<file path="src/rtl/l_alu_complex_if.sv">
`default_nettype none
// ============================================================================
//  Module      : l_alu_complex_if
//  Description : Operand/instruction/result bundle between the register-file
//                read ports (master) and the Unicycle ALU (slave).
//  Revision    : 1.0  initial release
// ============================================================================
interface l_alu_complex_if #(
    parameter int WIDTH = 16
);
    logic [15:0]      instruction;
    logic [WIDTH-1:0] in0;
    logic [WIDTH-1:0] in1;
    logic [WIDTH-1:0] in2;
    logic [WIDTH-1:0] out;

    // Operand source: drives the instruction word and operands, sees the result
    modport master (
        output instruction,
        output in0,
        output in1,
        output in2,
        input  out
    );

    // ALU side: consumes the instruction and operands, produces the result
    modport slave (
        input  instruction,
        input  in0,
        input  in1,
        input  in2,
        output out
    );
endinterface
`default_nettype wire

</file>
<file path="src/rtl/l_alu_complex.sv">
`default_nettype none
// ============================================================================
//  Module      : l_alu_complex
//  Description : Registered 16-bit ALU. Decodes the raw instruction word and
//                combines up to three register operands plus an immediate;
//                the result is registered once per clock (latency 1).
//  Revision    : 1.0  initial release
// ============================================================================
module l_alu_complex #(
    parameter int WIDTH = 16
) (
    input  wire logic             clk,
    input  wire logic             reset,
    l_alu_complex_if.slave        bus
);
    // Opcode encodings
    localparam logic [3:0] OP_RTYPE = 4'b0000;
    localparam logic [3:0] OP_THREE = 4'b0001;
    localparam logic [3:0] OP_ADDI  = 4'b0010;
    localparam logic [3:0] OP_ANDI  = 4'b0011;
    localparam logic [3:0] OP_LUI   = 4'b0100;

    // R-type function encodings
    localparam logic [2:0] FN_ADD = 3'b000;
    localparam logic [2:0] FN_SUB = 3'b001;
    localparam logic [2:0] FN_AND = 3'b010;
    localparam logic [2:0] FN_OR  = 3'b011;
    localparam logic [2:0] FN_XOR = 3'b100;
    localparam logic [2:0] FN_SLL = 3'b101;
    localparam logic [2:0] FN_SRL = 3'b110;
    localparam logic [2:0] FN_SRA = 3'b111;

    // Three-operand function encodings
    localparam logic [2:0] FN_ADD3 = 3'b000;
    localparam logic [2:0] FN_SEL  = 3'b001;
    localparam logic [2:0] FN_AND3 = 3'b010;
    localparam logic [2:0] FN_MUL  = 3'b011;

    logic [3:0]  op;
    logic [2:0]  funct;
    logic [5:0]  imm6;
    logic [3:0]  shamt;
    logic [15:0] imm_sext;
    logic [15:0] imm_zext;
    logic [15:0] result;
    logic [15:0] out_q;

    assign op       = bus.instruction[15:12];
    assign funct    = bus.instruction[11:9];
    assign imm6     = bus.instruction[11:6];
    // Only the low nibble of in1 is a meaningful shift distance for 16 bits
    assign shamt    = bus.in1[3:0];
    assign imm_sext = {{10{imm6[5]}}, imm6};
    assign imm_zext = {10'd0, imm6};

    // Decode and compute the next result; every undefined encoding yields zero
    always_comb begin
        result = 16'h0000;
        case (op)
            OP_RTYPE: begin
                case (funct)
                    FN_ADD:  result = bus.in0 + bus.in1;
                    FN_SUB:  result = bus.in0 - bus.in1;
                    FN_AND:  result = bus.in0 & bus.in1;
                    FN_OR:   result = bus.in0 | bus.in1;
                    FN_XOR:  result = bus.in0 ^ bus.in1;
                    FN_SLL:  result = bus.in0 << shamt;
                    FN_SRL:  result = bus.in0 >> shamt;
                    FN_SRA:  result = $unsigned($signed(bus.in0) >>> shamt);
                    default: result = 16'h0000;
                endcase
            end
            OP_THREE: begin
                case (funct)
                    FN_ADD3: result = bus.in0 + bus.in1 + bus.in2;
                    FN_SEL:  result = (bus.in2 != 16'h0000) ? bus.in0 : bus.in1;
                    FN_AND3: result = bus.in0 & bus.in1 & bus.in2;
                    FN_MUL:  result = bus.in0 * bus.in1;
                    default: result = 16'h0000;
                endcase
            end
            OP_ADDI: result = bus.in0 + imm_sext;
            OP_ANDI: result = bus.in0 & imm_zext;
            OP_LUI:  result = {bus.instruction[7:0], 8'h00};
            default: result = 16'h0000;
        endcase
    end

    // Result register; reset takes priority over any instruction
    always_ff @(posedge clk) begin
        if (reset) begin
            out_q <= 16'h0000;
        end else begin
            out_q <= result;
        end
    end

    assign bus.out = out_q;

endmodule
`default_nettype wire

</file>
<file path="src/flat_wrapper.sv">
// flat-port wrapper written by rule: the top's interface ports become plain ports
module l_alu_complex_flat 
#(
    parameter int WIDTH = 16
)
  (clk, reset, bus_instruction, bus_in0, bus_in1, bus_in2, bus_out);
  l_alu_complex_if #(.WIDTH(WIDTH)) bus_i ();
  input  wire logic clk;
  input  wire logic reset;
  input wire logic [$bits(bus_i.instruction)-1:0] bus_instruction;
  input wire logic [$bits(bus_i.in0)-1:0] bus_in0;
  input wire logic [$bits(bus_i.in1)-1:0] bus_in1;
  input wire logic [$bits(bus_i.in2)-1:0] bus_in2;
  output wire logic [$bits(bus_i.out)-1:0] bus_out;
  assign bus_i.instruction = bus_instruction;
  assign bus_i.in0 = bus_in0;
  assign bus_i.in1 = bus_in1;
  assign bus_i.in2 = bus_in2;
  assign bus_out = bus_i.out;
  l_alu_complex #(.WIDTH(WIDTH)) u_core (.clk(clk), .reset(reset), .bus(bus_i));
endmodule
</file>
<file path="config.mk">
export PLATFORM = sky130hd
export DESIGN_NAME = l_alu_complex_flat
export DESIGN_NICKNAME = d
export VERILOG_FILES = /design/src/rtl/l_alu_complex_if.sv /design/src/rtl/l_alu_complex.sv /design/src/flat_wrapper.sv
export SDC_FILE = /design/constraint.sdc
export NUM_CORES = 1
export LEC_CHECK = 0
export ABC_AREA = 0
export CAP_MARGIN = 20
export CORE_UTILIZATION = 40
export CTS_CLUSTER_DIAMETER = 120
export CTS_CLUSTER_SIZE = 16
export DETAILED_ROUTE_END_ITERATION = 8
export PLACE_DENSITY = 0.57
export SKIP_LAST_GASP = 1
export SYNTH_ARGS = -nofsm -noshare
export SYNTH_HDL_FRONTEND = slang
export SYNTH_SLANG_ARGS = --single-unit
</file>
<file path="constraint.sdc">
create_clock -name clk -period 6.85 [get_ports clk]
set_input_delay 0.685 -clock clk [delete_from_list [all_inputs] [get_ports clk]]
set_output_delay 0.685 -clock clk [all_outputs]
set_load 0.005 [all_outputs]
</file>
; After elaboration in Yosys (flattened, before gate mapping)
; Index checks and enable logic that the tools add are counted.
[classes]
addsub = 4
multipliers = 1
eq_ne = 11
shifts = 3
mux = 4
n_bitwise = 5
reduce_logical = 3
[ops]
columns = op, n
row1 = $pmux W16 S8, 1
row2 = $pmux W16 S5, 1
row3 = $pmux W16 S4, 1
row4 = $add A16 B16 Y16, 3
row5 = $and A16 B16 Y16, 2
row6 = $and A16 B6 Y16, 1
row7 = $mul A16 B16 Y16, 1
row8 = $mux W16, 1
row9 = $or A16 B16 Y16, 1
row10 = $reduce_bool A16 Y1, 1
row11 = $shl A16 B4 Y16, 1
row12 = $shr A16 B4 Y16, 1
row13 = $sshr A16 B4 Y16, 1
row14 = $sub A16 B16 Y16, 1
row15 = $xor A16 B16 Y16, 1
row16 = $eq A3 B3 Y1 const B, 4
row17 = $eq A4 B2 Y1 const B, 2
row18 = $eq A3 B2 Y1 const B, 2
row19 = $eq A4 B1 Y1 const B, 1
row20 = $eq A4 B3 Y1 const B, 1
row21 = $logic_not A4 Y1, 1
row22 = $eq A3 B1 Y1 const B, 1
row23 = $logic_not A3 Y1, 1
[word_totals]
ff_bits = 16
input_bits = 66
out_inout_bits = 16
elab_cells = 32

; Depth between registers and ports, before layout
; Gate-level depths: netlist of run 1.
[logic_depth]
ltp_word = 4
depth_mapped = 25
mapped_depth_nobuf = 22

; Least setup slack after synthesis of run 1
; No wires, ideal clock.
[synth_timing]
path_kind = in2reg
startpoint = input port bus_in1[1]
endpoint = register u_core.out_q[13] (netlist: u_core.bus.out[13])
setup_time_ns = 0.132
t_arrival_ns = 6.449
required_time_ns = 6.718
slack_ns = 0.269
cell_stages = 25
n_path_buf = 3
cell_sequence = buf_2 > clkinv_1 > buf_1 > clkbuf_1 > nor2_1 > fa_1 > inv_1 > fa_1 > fa_1 > fa_1 > inv_1 > fa_1 > inv_1 > fa_1 > inv_1 > ha_1 > a21o_1 > a21oi_1 > nand2_1 > a211oi_1 > nor2_1 > xnor2_1 > o221ai_1 > a222oi_1 > a21oi_1
[synth_between]
elab_chain_len = 4
word_cells_on_any_way = 10
classes_between = add/sub (3) / mul (1) / shift (3) / mux (3)
[synth_rtl]
columns = item, line_no
row1 = from (decl), flat_wrapper.sv:12  ; input wire logic [$bits(bus_i.in1)-1:0] bus_in1;
row2 = branches (longest 3 deep; another with $mul A16 B16 Y16), n/a
row3 = $pmux W16 S5 (*), l_alu_complex.sv:59  ; case (op)
row4 = to (signal assigned), l_alu_complex.sv:94  ; out_q <= result;
row5 = to (decl), l_alu_complex.sv:46  ; logic [15:0] out_q;
; Every way passes the cells marked *.
; A chain may end at the register's enable or synchronous reset.

; Worst setup path after layout of run 1
[layout_timing]
startpoint = input port bus_in0[7]
endpoint = register u_core.out_q[15] (netlist: u_core.bus.out[15])
[layout_between]
elab_chain_len = 4
word_cells_on_any_way = 11
classes_between = add/sub (4) / mul (1) / shift (3) / mux (3)
[layout_rtl]
columns = item, line_no
row1 = from (decl), flat_wrapper.sv:11  ; input wire logic [$bits(bus_i.in0)-1:0] bus_in0;
row2 = branches (longest 3 deep; another with $mul A16 B16 Y16), n/a
row3 = $pmux W16 S5 (*), l_alu_complex.sv:59
; Marked as above.

==> flow_metrics.env, run 1 <==
export IMPL_synth_top_area_share_pct=16.5
export IMPL_worstHoldPathCells=3
export IMPL_cts_sinks=16
export IMPL_place_gp_congestion=0.986
export IMPL_cp_max_fo=7
export IMPL_drt_first_pass_iters=5
export IMPL_antenna_found_initial=2
export IMPL_row_count=57
export IMPL_swShare_pct=53.6
export IMPL_drt_initial_drc_count=1338
export IMPL_p_leak_nw=5.44
export IMPL_grt_pass1_vias=10500
export IMPL_p_int_w=0.00152
export IMPL_globalRouteOverflowTotal=0
export IMPL_yosys_area_top_type="fa_1"
export IMPL_fin_area_sq_um=11900
export IMPL_postCtsSetupRepairBufs=0
export IMPL_routed_top_layer="met4"
export IMPL_fillerInstances=2512
export IMPL_clk_pin_slew_ps=60
export IMPL_yosysMostFrequentCell="nor2_1"
export IMPL_largest_reg_flops=16
export IMPL_grt_use_total_pct=33.2
export IMPL_syn2layout_area_growth_pct=17.9
export IMPL_hold_buffers=0
export IMPL_synth_edf_count=0
export IMPL_finalPower_w=0.00329
export IMPL_finalWirelength_mm=42.8
export IMPL_stdcell_count=1824
export IMPL_critPathRequiredTime_ps=6990
export IMPL_portBuffers=81
export IMPL_hpwl_mm=35.4
export IMPL_cts_tree="yes"
export IMPL_pwr_share_clk_pct=4.1
export IMPL_synthesis_area_sq_um=10100
export IMPL_syn_inst=1390
export IMPL_min_period_ps=6530
export IMPL_cts_root_buf="clkbuf_16"
export IMPL_synthTopCellsByCount="nor2_1, inv_1, nand2_1"
export IMPL_synthDistinctLibCells=83
export IMPL_crit_arrival_ps=6670
export IMPL_nets=1777
export IMPL_combPwrFrac_pct=93.0
export IMPL_synth_ff_type="dfxtp_1"
export IMPL_worstSetupEndpointType="flip-flop"
export IMPL_numCtsBuffers=3
export IMPL_slew_violations=0
export IMPL_hold_viol_final=0
export IMPL_relSlewSlack_pct=22.9
export IMPL_path_class="in -> reg"
export IMPL_status="finished, final reports clean"
export IMPL_fin_crit_sh_pct=95.3
export IMPL_cellPowerDensity_nw_per_um2=277
export IMPL_htreeDepth=1
export IMPL_drv_cap=0
export IMPL_worst_pin_slew_ps=1150
export IMPL_start_util_pct=41.1
export IMPL_ioPinCount=82
export IMPL_route_met2_wl_mm=18.2
export IMPL_viasPerCell=5.98
export IMPL_place_ws_ps=-54.6
export IMPL_power_share_sequential_pct=2.9
export IMPL_cts_buffer_depth=2
export IMPL_switchingPower_w=0.00176
export IMPL_async_reset_ff_share_pct=0
export IMPL_drc=0
export IMPL_yosys_warnings=0
export IMPL_fmax_mhz=153
export IMPL_ir_drop_v=0.000470
export IMPL_worst_slack_ps=319
export IMPL_vias=10900
export IMPL_wl_met3_mm=3.85
export IMPL_placed_area_sq_um=11800
export IMPL_startpoint_type="input port"
export IMPL_ys_top_cells_by_area="fa_1, ha_1, nor2_1"
export IMPL_hold_path_class="in -> reg"
export IMPL_syn_area_per_cell_sq_um=7.25
export IMPL_setup_tns_ps=0
export IMPL_die_h_um=161
export IMPL_layout_drive_gt1_share_pct=10.0
export IMPL_dp_cells=1818
export IMPL_setup_viol=0
export IMPL_yosys_register_bits=16
export IMPL_wl_met1_mm=18.5
export IMPL_synth_nets=1668
export IMPL_dieArea_sq_um=25800
export IMPL_core_area_sq_um=24500
export IMPL_synth_seq_area_share_pct=3.18
export IMPL_wl_per_cell_um=23.5
export IMPL_grt_max_degree=42
export IMPL_grt_pass1_wl_mm=65.1
export IMPL_rsz0062_at_grt="no"
export IMPL_drtAntennaViolNets=0
export IMPL_chipWidth_um=161
## kinds of logic after synthesis
logic type	share of synthesized area, %
AND/OR/NAND/NOR	18.9
AO/OA/AOI/OAI	23.6
buffers and inverters	9.52
adder cells (fa/ha/maj)	32.5
XOR/XNOR	7.26
multiplexers	5.08
flip-flops	3.18
## through the flow
step,util (%),hold WS (ps)
2_1_floorplan,-,889
3_3_place_gp,48.0,1390
3_5_place_dp,48.0,1390
4_1_cts,48.4,1130
5_1_grt,48.4,1190
6_report,48.4,1120
## critical path: stages
cell             delay, ps
clkdlybuf4s50_1        470
buf_4                  150
buf_4                  170
ha_1                   190
inv_1                  110
fa_1                   540
fa_1                   520
inv_1                   60
fa_1                   490
fa_1                   490
inv_1                   50
fa_1                   450
fa_1                   390
xor2_1                 160
xnor2_1                210
xnor2_1                130
xnor2_1                230
xnor3_1                370
xnor2_1                150
buf_4                  150
o221ai_1               130
a21oi_1                220
a41oi_2                120
## path summary, 6_finish.rpt
| kind | start | end | slack, ps |
|---|---|---|---|
| max | bus_in0[7] | u_core.bus.out[15]$_SDFF_PP0_ | 320 |
| min | bus_instruction[0] | u_core.bus.out[8]$_SDFF_PP0_ | 1120 |
## metal layers
metal  up-vias  track usage [%]
met5         -                0
met4         0             14.9
met3        92             5.66
met2       540             49.6
met1      5258             46.7
li1       5013                -
## layout make-up
type / instances / area, sq um / area share (%)
Antenna cell: 2 / 5.00 / 0.0421
Clock buffer: 4 / 88.8 / 0.747
Sequential cell: 16 / 320 / 2.69
Timing Repair Buffer: 182 / 1590 / 13.4
Inverter: 173 / 649 / 5.46
Tap cell: 324 / 405 / 3.41
Multi-Input combinational cell: 1123 / 8830 / 74.3
## what timing repair did
item,4_1_cts,5_1_grt
endpoints found under the hold margin,0,0
resized for setup,0,5
endpoints found under the setup margin,0,2
## power by group through the flow
stage | registers, W | clock network [W] | logic [W]
final | 0.0000949 | 0.000136 | 0.00306
after global routing | 0.0000950 | 0.000144 | 0.00333
after CTS | 0.0000950 | 0.000136 | 0.00302
after detailed placement | 0.0000970 | 0 | 0.00299
after global placement | 0.0000969 | 0 | 0.00298
after floorplan | 0.0000971 | 0 | 0.00172
## placed cells by master (no fill, tap or decap), types with 6 or more instances in the layout
| cell | count |
|---|---|
| a21o_1 | 17 |
| nand3_1 | 21 |
| nand2b_1 | 14 |
| a22oi_1 | 11 |
| clkdlybuf4s50_1 | 77 |
| mux4_2 | 6 |
| o221ai_1 | 19 |
| o21a_1 | 6 |
| buf_4 | 99 |
| a31oi_1 | 17 |
| ha_1 | 129 |
| a21oi_1 | 89 |
| a222oi_1 | 7 |
| nor2_1 | 177 |
| a211oi_1 | 14 |
| and3_1 | 6 |
| o21ai_0 | 65 |
| nand2_1 | 146 |
| xnor2_1 | 58 |
| xor2_1 | 23 |
| a221oi_1 | 8 |
| nor4_1 | 10 |
| or3_1 | 10 |
| dfxtp_1 | 16 |
| mux2i_1 | 26 |
| nor3_1 | 20 |
| o22ai_1 | 11 |
| fa_1 | 83 |
| inv_1 | 169 |
| mux2_2 | 9 |
| o211ai_1 | 21 |
| o21bai_1 | 8 |
| nor2b_1 | 7 |
(Power assumes the default switching activity.)
==> run 2, diff against run 1 <==
==> constraint.sdc (replaced) <==
create_clock -name clk -period 6.85 [get_ports clk]
set_input_delay 1.37 -clock clk [delete_from_list [all_inputs] [get_ports clk]]
set_output_delay 1.37 -clock clk [all_outputs]
set_load 0.005 [all_outputs]
==> flow_metrics.env, run 2 (synthesis gave the netlist of run 1 again) <==
export IMPL_status="finished, final reports clean"
export IMPL_fmax_mhz=151
export IMPL_p_leak_nw=5.83
export IMPL_hold_buffers=0
export IMPL_fin_util_pct=50.9
export IMPL_layout_common_cells="nor2_1, inv_1, buf_4"
export IMPL_chipWidth_um=161
export IMPL_grt_max_degree=38
export IMPL_start_util_pct=41.1
export IMPL_worstSetupEndpointType="flip-flop"
export IMPL_viasPerCell=5.89
export IMPL_antenna_found_initial=2
export IMPL_cellPowerDensity_nw_per_um2=288
export IMPL_layout_drive_gt1_share_pct=16.1
export IMPL_critPathRequiredTime_ps=6950
export IMPL_nets=1834
export IMPL_hold_path_class="in -> reg"
export IMPL_drc=0
export IMPL_numCtsBuffers=3
export IMPL_dieArea_sq_um=25800
export IMPL_hold_ws_ps=1800
export IMPL_ir_drop_v=0.000623
export IMPL_ioPinCount=82
export IMPL_fin_crit_sh_pct=96.6
export IMPL_setup_viol=0
export IMPL_layout_commonest_cell="nor2_1"
export IMPL_fin_area_sq_um=12500
export IMPL_worst_slack_ps=236
export IMPL_drtAntennaViolNets=0
export IMPL_finalWirelength_mm=43.8
export IMPL_grt_pass1_vias=10700
export IMPL_placed_area_sq_um=12100
export IMPL_worst_pin_slew_ps=1010
export IMPL_relSlewSlack_pct=32.3
export IMPL_wl_per_cell_um=23.3
export IMPL_clk_pin_slew_ps=60
export IMPL_cts_buffer_depth=2
export IMPL_hpwl_mm=36.2
export IMPL_startpoint_type="input port"
export IMPL_grt_use_total_pct=33.6
export IMPL_slew_violations=0
export IMPL_min_period_ps=6610
export IMPL_htreeDepth=1
export IMPL_grt_pass1_wl_mm=65.8
export IMPL_drv_cap=0
export IMPL_drt_first_pass_iters=5
export IMPL_cts_tree="yes"
export IMPL_globalRouteOverflowTotal=0
export IMPL_row_count=57
export IMPL_drt_initial_drc_count=1228
export IMPL_vias=11100
export IMPL_cts_sinks=16
export IMPL_core_area_sq_um=24500
export IMPL_largest_reg_flops=16
export IMPL_syn2layout_area_growth_pct=23.7
export IMPL_hold_viol_final=0
export IMPL_cts_root_buf="clkbuf_16"
export IMPL_stdcell_count=1881
export IMPL_place_ws_ps=-631
export IMPL_die_h_um=161
export IMPL_cp_max_fo=2
export IMPL_crit_arrival_ps=6710
export IMPL_path_class="in -> reg"
export IMPL_place_gp_congestion=1.02
export IMPL_portBuffers=81
export IMPL_rsz0062_at_grt="yes"
export IMPL_dp_cells=1861
## run 2: changes by cell type in the layout (fill, tap and decap cells not counted), sizes merged
cell and delta:
buf +58, clkbuf +7, clkdlybuf4s15 +1, clkdlybuf4s50 -20, clkinv -2, clkinvlp +1
dlygate4sd2 +2, dlymetal6s2s +9, inv +1
## run 2: area by class of cell
cell class | count | area (sq um)
Antenna cell | 2 | 5.00
Clock buffer | 4 | 88.8
Multi-Input combinational cell | 1123 | 8940
Inverter | 173 | 658
Sequential cell | 16 | 320
Tap cell | 324 | 405
Fill cell | 2560 | 12100
Timing Repair Buffer | 239 | 2060
## run 2: worst max-delay path, cell delays in order
cell and delay [ps]:
dlygate4sd2_1 330, nand2_2 80, fa_1 550, fa_1 450, fa_1 500, fa_1 540
inv_2 40, fa_1 510, inv_2 40, fa_1 510, inv_2 50, ha_4 260
a21o_1 150, a21oi_2 70, buf_4 130, o21a_1 120, o31ai_1 270, xnor2_1 150
buf_4 160, o221ai_1 110, a21oi_1 180, a41oi_2 120
## run 2: through the flow
stage / setup TNS, ps / total power, W
2_1_floorplan: 0 / 0.00183
3_3_place_gp: -2280 / 0.00324
3_5_place_dp: -2720 / 0.00327
4_1_cts: -15.8 / 0.00353
5_1_grt: -24.9 / 0.00388
6_report: 0 / 0.00359
## run 2: routing by layer
| layer | wire length [um] | GRT usage [%] | vias to the layer above |
|---|---|---|---|
| met5 | 0 | 0 | - |
| met3 | 3310 | 3.74 | 84 |
| li1 | - | - | 5117 |
| met4 | 1900 | 12.6 | 0 |
| met1 | 19400 | 47.6 | 5339 |
| met2 | 19200 | 52.2 | 530 |
## run 2: path summary, 6_finish.rpt
kind / from / to / cells past startpoint
max: bus_in0[10] / u_core.bus.out[15]$_SDFF_PP0_ / 22
min: bus_instruction[0] / u_core.bus.out[8]$_SDFF_PP0_ / 3
## run 2: timing repair
action | 4_1_cts | 5_1_grt
setup endpoints to repair | 5 | 7
gates resized for setup | 39 | 56
pin swaps | 26 | 26
buffers inserted | 8 | 6
## run 2: report_power, final
group          switching, W   total, W  internal, W
Sequential      0.000000428  0.0000949    0.0000945
Combinational       0.00181    0.00336      0.00155
Clock             0.0000478   0.000137    0.0000893
==> run 3, diff against run 2 <==
--- a/config.mk
+++ b/config.mk
@@ -5,13 +5,12 @@
 export SDC_FILE = /design/constraint.sdc
 export NUM_CORES = 1
 export LEC_CHECK = 0
-export ABC_AREA = 0
 export CAP_MARGIN = 20
 export CORE_UTILIZATION = 40
 export CTS_CLUSTER_DIAMETER = 120
 export CTS_CLUSTER_SIZE = 16
 export DETAILED_ROUTE_END_ITERATION = 8
-export PLACE_DENSITY = 0.57
+export PLACE_DENSITY = 0.54
 export SKIP_LAST_GASP = 1
 export SYNTH_ARGS = -nofsm -noshare
 export SYNTH_HDL_FRONTEND = slang
==> constraint.sdc (replaced) <==
create_clock -name clk -period 7.4 [get_ports clk]
set_input_delay 1.48 -clock clk [delete_from_list [all_inputs] [get_ports clk]]
set_output_delay 1.48 -clock clk [all_outputs]
set_load 0.005 [all_outputs]
==> flow_metrics.env, run 3 (synthesis gave the netlist of run 1 again) <==
export IMPL_globalRouteOverflowTotal=0
export IMPL_worstSetupEndpointType="flip-flop"
export IMPL_hold_viol_final=0
export IMPL_drv_cap=0
export IMPL_cellPowerDensity_nw_per_um2=262
export IMPL_vias=11100
export IMPL_setup_tns_ps=0
export IMPL_wl_per_cell_um=23.5
export IMPL_cpPeakStageDelay_ps=550
export IMPL_worst_pin_slew_ps=1020
export IMPL_hp_start="bus_instruction[9]"
export IMPL_dieArea_sq_um=25800
export IMPL_syn2layout_area_growth_pct=20.8
export IMPL_place_ws_ps=-517
export IMPL_path_common_cell="fa_1"
export IMPL_cts_tree="yes"
export IMPL_finalPower_w=0.00319
export IMPL_hold_path_class="in -> reg"
export IMPL_status="finished, final reports clean"
export IMPL_hold_buffers=0
export IMPL_die_h_um=161
export IMPL_worstHoldPathCells=4
export IMPL_dp_cells=1849
export IMPL_cts_buffer_depth=2
export IMPL_worst_path_buf_inv=7
export IMPL_p_int_w=0.00149
export IMPL_drt_initial_drc_count=1169
export IMPL_grt_pass1_vias=10500
export IMPL_relSlewSlack_pct=31.7
export IMPL_viasPerCell=5.95
export IMPL_combPwrFrac_pct=93.4
export IMPL_start_util_pct=41.1
export IMPL_cts_root_buf="clkbuf_16"
export IMPL_path_class="in -> reg"
export IMPL_layout_common_cells="nor2_1, inv_1, nand2_1"
export IMPL_drc=0
export IMPL_fin_util_pct=49.6
export IMPL_clk_pin_slew_ps=60
export IMPL_htreeDepth=1
export IMPL_fmax_mhz=141
export IMPL_cp_slowest_cell="fa_1"
export IMPL_drt_first_pass_iters=7
export IMPL_hpwl_mm=36.4
export IMPL_rsz0062_at_grt="no"
export IMPL_cp_max_fo=8
export IMPL_grt_use_total_pct=33.8
export IMPL_swShare_pct=53.1
export IMPL_row_count=57
export IMPL_place_gp_congestion=0.973
export IMPL_layout_commonest_cell="nor2_1"
export IMPL_chipWidth_um=161
export IMPL_finalWirelength_mm=43.6
export IMPL_crit_chain="clkdlybuf4s50_1 -> buf_4 -> clkinv_1 -> buf_4 -> nor2_1 -> fa_1 -> inv_1 -> fa_1 -> inv_1 -> fa_1 -> fa_1 -> inv_1 -> fa_1 -> fa_1 -> xor2_1 -> xnor2_1 -> xnor2_1 -> xnor2_1 -> xnor3_2 -> xnor2_4 -> o221ai_1 -> a21oi_1 -> a41oi_2"
export IMPL_portBuffers=81
export IMPL_ir_drop_v=0.000451
export IMPL_crit_family="adder cells"
export IMPL_slew_violations=0
export IMPL_layout_drive_gt1_share_pct=12.6
export IMPL_crit_arrival_ps=7230
export IMPL_setup_viol=0
export IMPL_switchingPower_w=0.00169
export IMPL_worst_slack_ps=309
export IMPL_grt_pass1_wl_mm=65.7
export IMPL_numCtsBuffers=3
export IMPL_cts_sinks=16
export IMPL_power_share_sequential_pct=2.8
export IMPL_antenna_found_initial=1
export IMPL_min_period_ps=7090
export IMPL_critPathRequiredTime_ps=7540
export IMPL_grt_max_degree=57
export IMPL_p_leak_nw=5.64
export IMPL_pwr_share_clk_pct=3.9
export IMPL_ioPinCount=82
export IMPL_fin_crit_sh_pct=95.8
export IMPL_startpoint_type="input port"
export IMPL_stdcell_count=1857
export IMPL_drtAntennaViolNets=0
export IMPL_holdPathEnd="u_core.bus.out[3]$_SDFF_PP0_"
export IMPL_largest_reg_flops=16
export IMPL_nets=1811
export IMPL_core_area_sq_um=24500
==> run 3: per-layer routing <==
metal	vias to the layer above	GRT usage (%)	wire length, um
met2	588	51.1	18500
met5	-	0	0
met3	84	4.13	3790
li1	5082	-	-
met4	0	15.2	2310
met1	5296	48.0	18900
==> run 3: worst max-delay path by stage <==
stage / startpoint / end / slack (ps) / depth (start not counted)
CTS: bus_in0[8] / u_core.bus.out[15]$_SDFF_PP0_ / 10 / 25
floorplan: bus_in1[1] / u_core.bus.out[13]$_SDFF_PP0_ / 20 / 25
finish: bus_in1[1] / u_core.bus.out[15]$_SDFF_PP0_ / 310 / 23
detailed placement: bus_in1[5] / u_core.bus.out[15]$_SDFF_PP0_ / -520 / 25
global placement: bus_in0[7] / u_core.bus.out[15]$_SDFF_PP0_ / -530 / 24
global route: bus_in0[4] / u_core.bus.out[14]$_SDFF_PP0_ / 6 / 27
==> run 3: stage by stage <==
step / area [sq um] / hold slack (ps)
finish: 12200 / 1910
global route: 12200 / 1940
CTS: 12100 / 1890
detailed placement: 12000 / 2150
global placement: 12000 / 2170
floorplan: 10100 / 1680
==> run 3: final cells by class <==
type	count	area, sq um
fill	2518	12400
inverter	173	649
sequential	16	320
clock buffer	4	88.8
multi-input combinational	1123	8880
tap	324	405
timing repair buffer	216	1840
antenna	1	2.50
==> run 3: power by group through the flow <==
stage          sequential [W]  clock, W  combinational (W)
2_1_floorplan       0.0000899         0            0.00160
3_3_place_gp        0.0000897         0            0.00284
3_5_place_dp        0.0000897         0            0.00286
4_1_cts             0.0000879  0.000126            0.00293
5_1_grt             0.0000879  0.000132            0.00327
6_report            0.0000879  0.000124            0.00298
==> run 3: what timing repair did <==
action	CTS	global route
buffers inserted	0	4
hold endpoints to repair	0	0
endpoints found under the setup margin	2	4
pin swaps	0	11
gates cloned	0	0
gates resized for setup	7	23
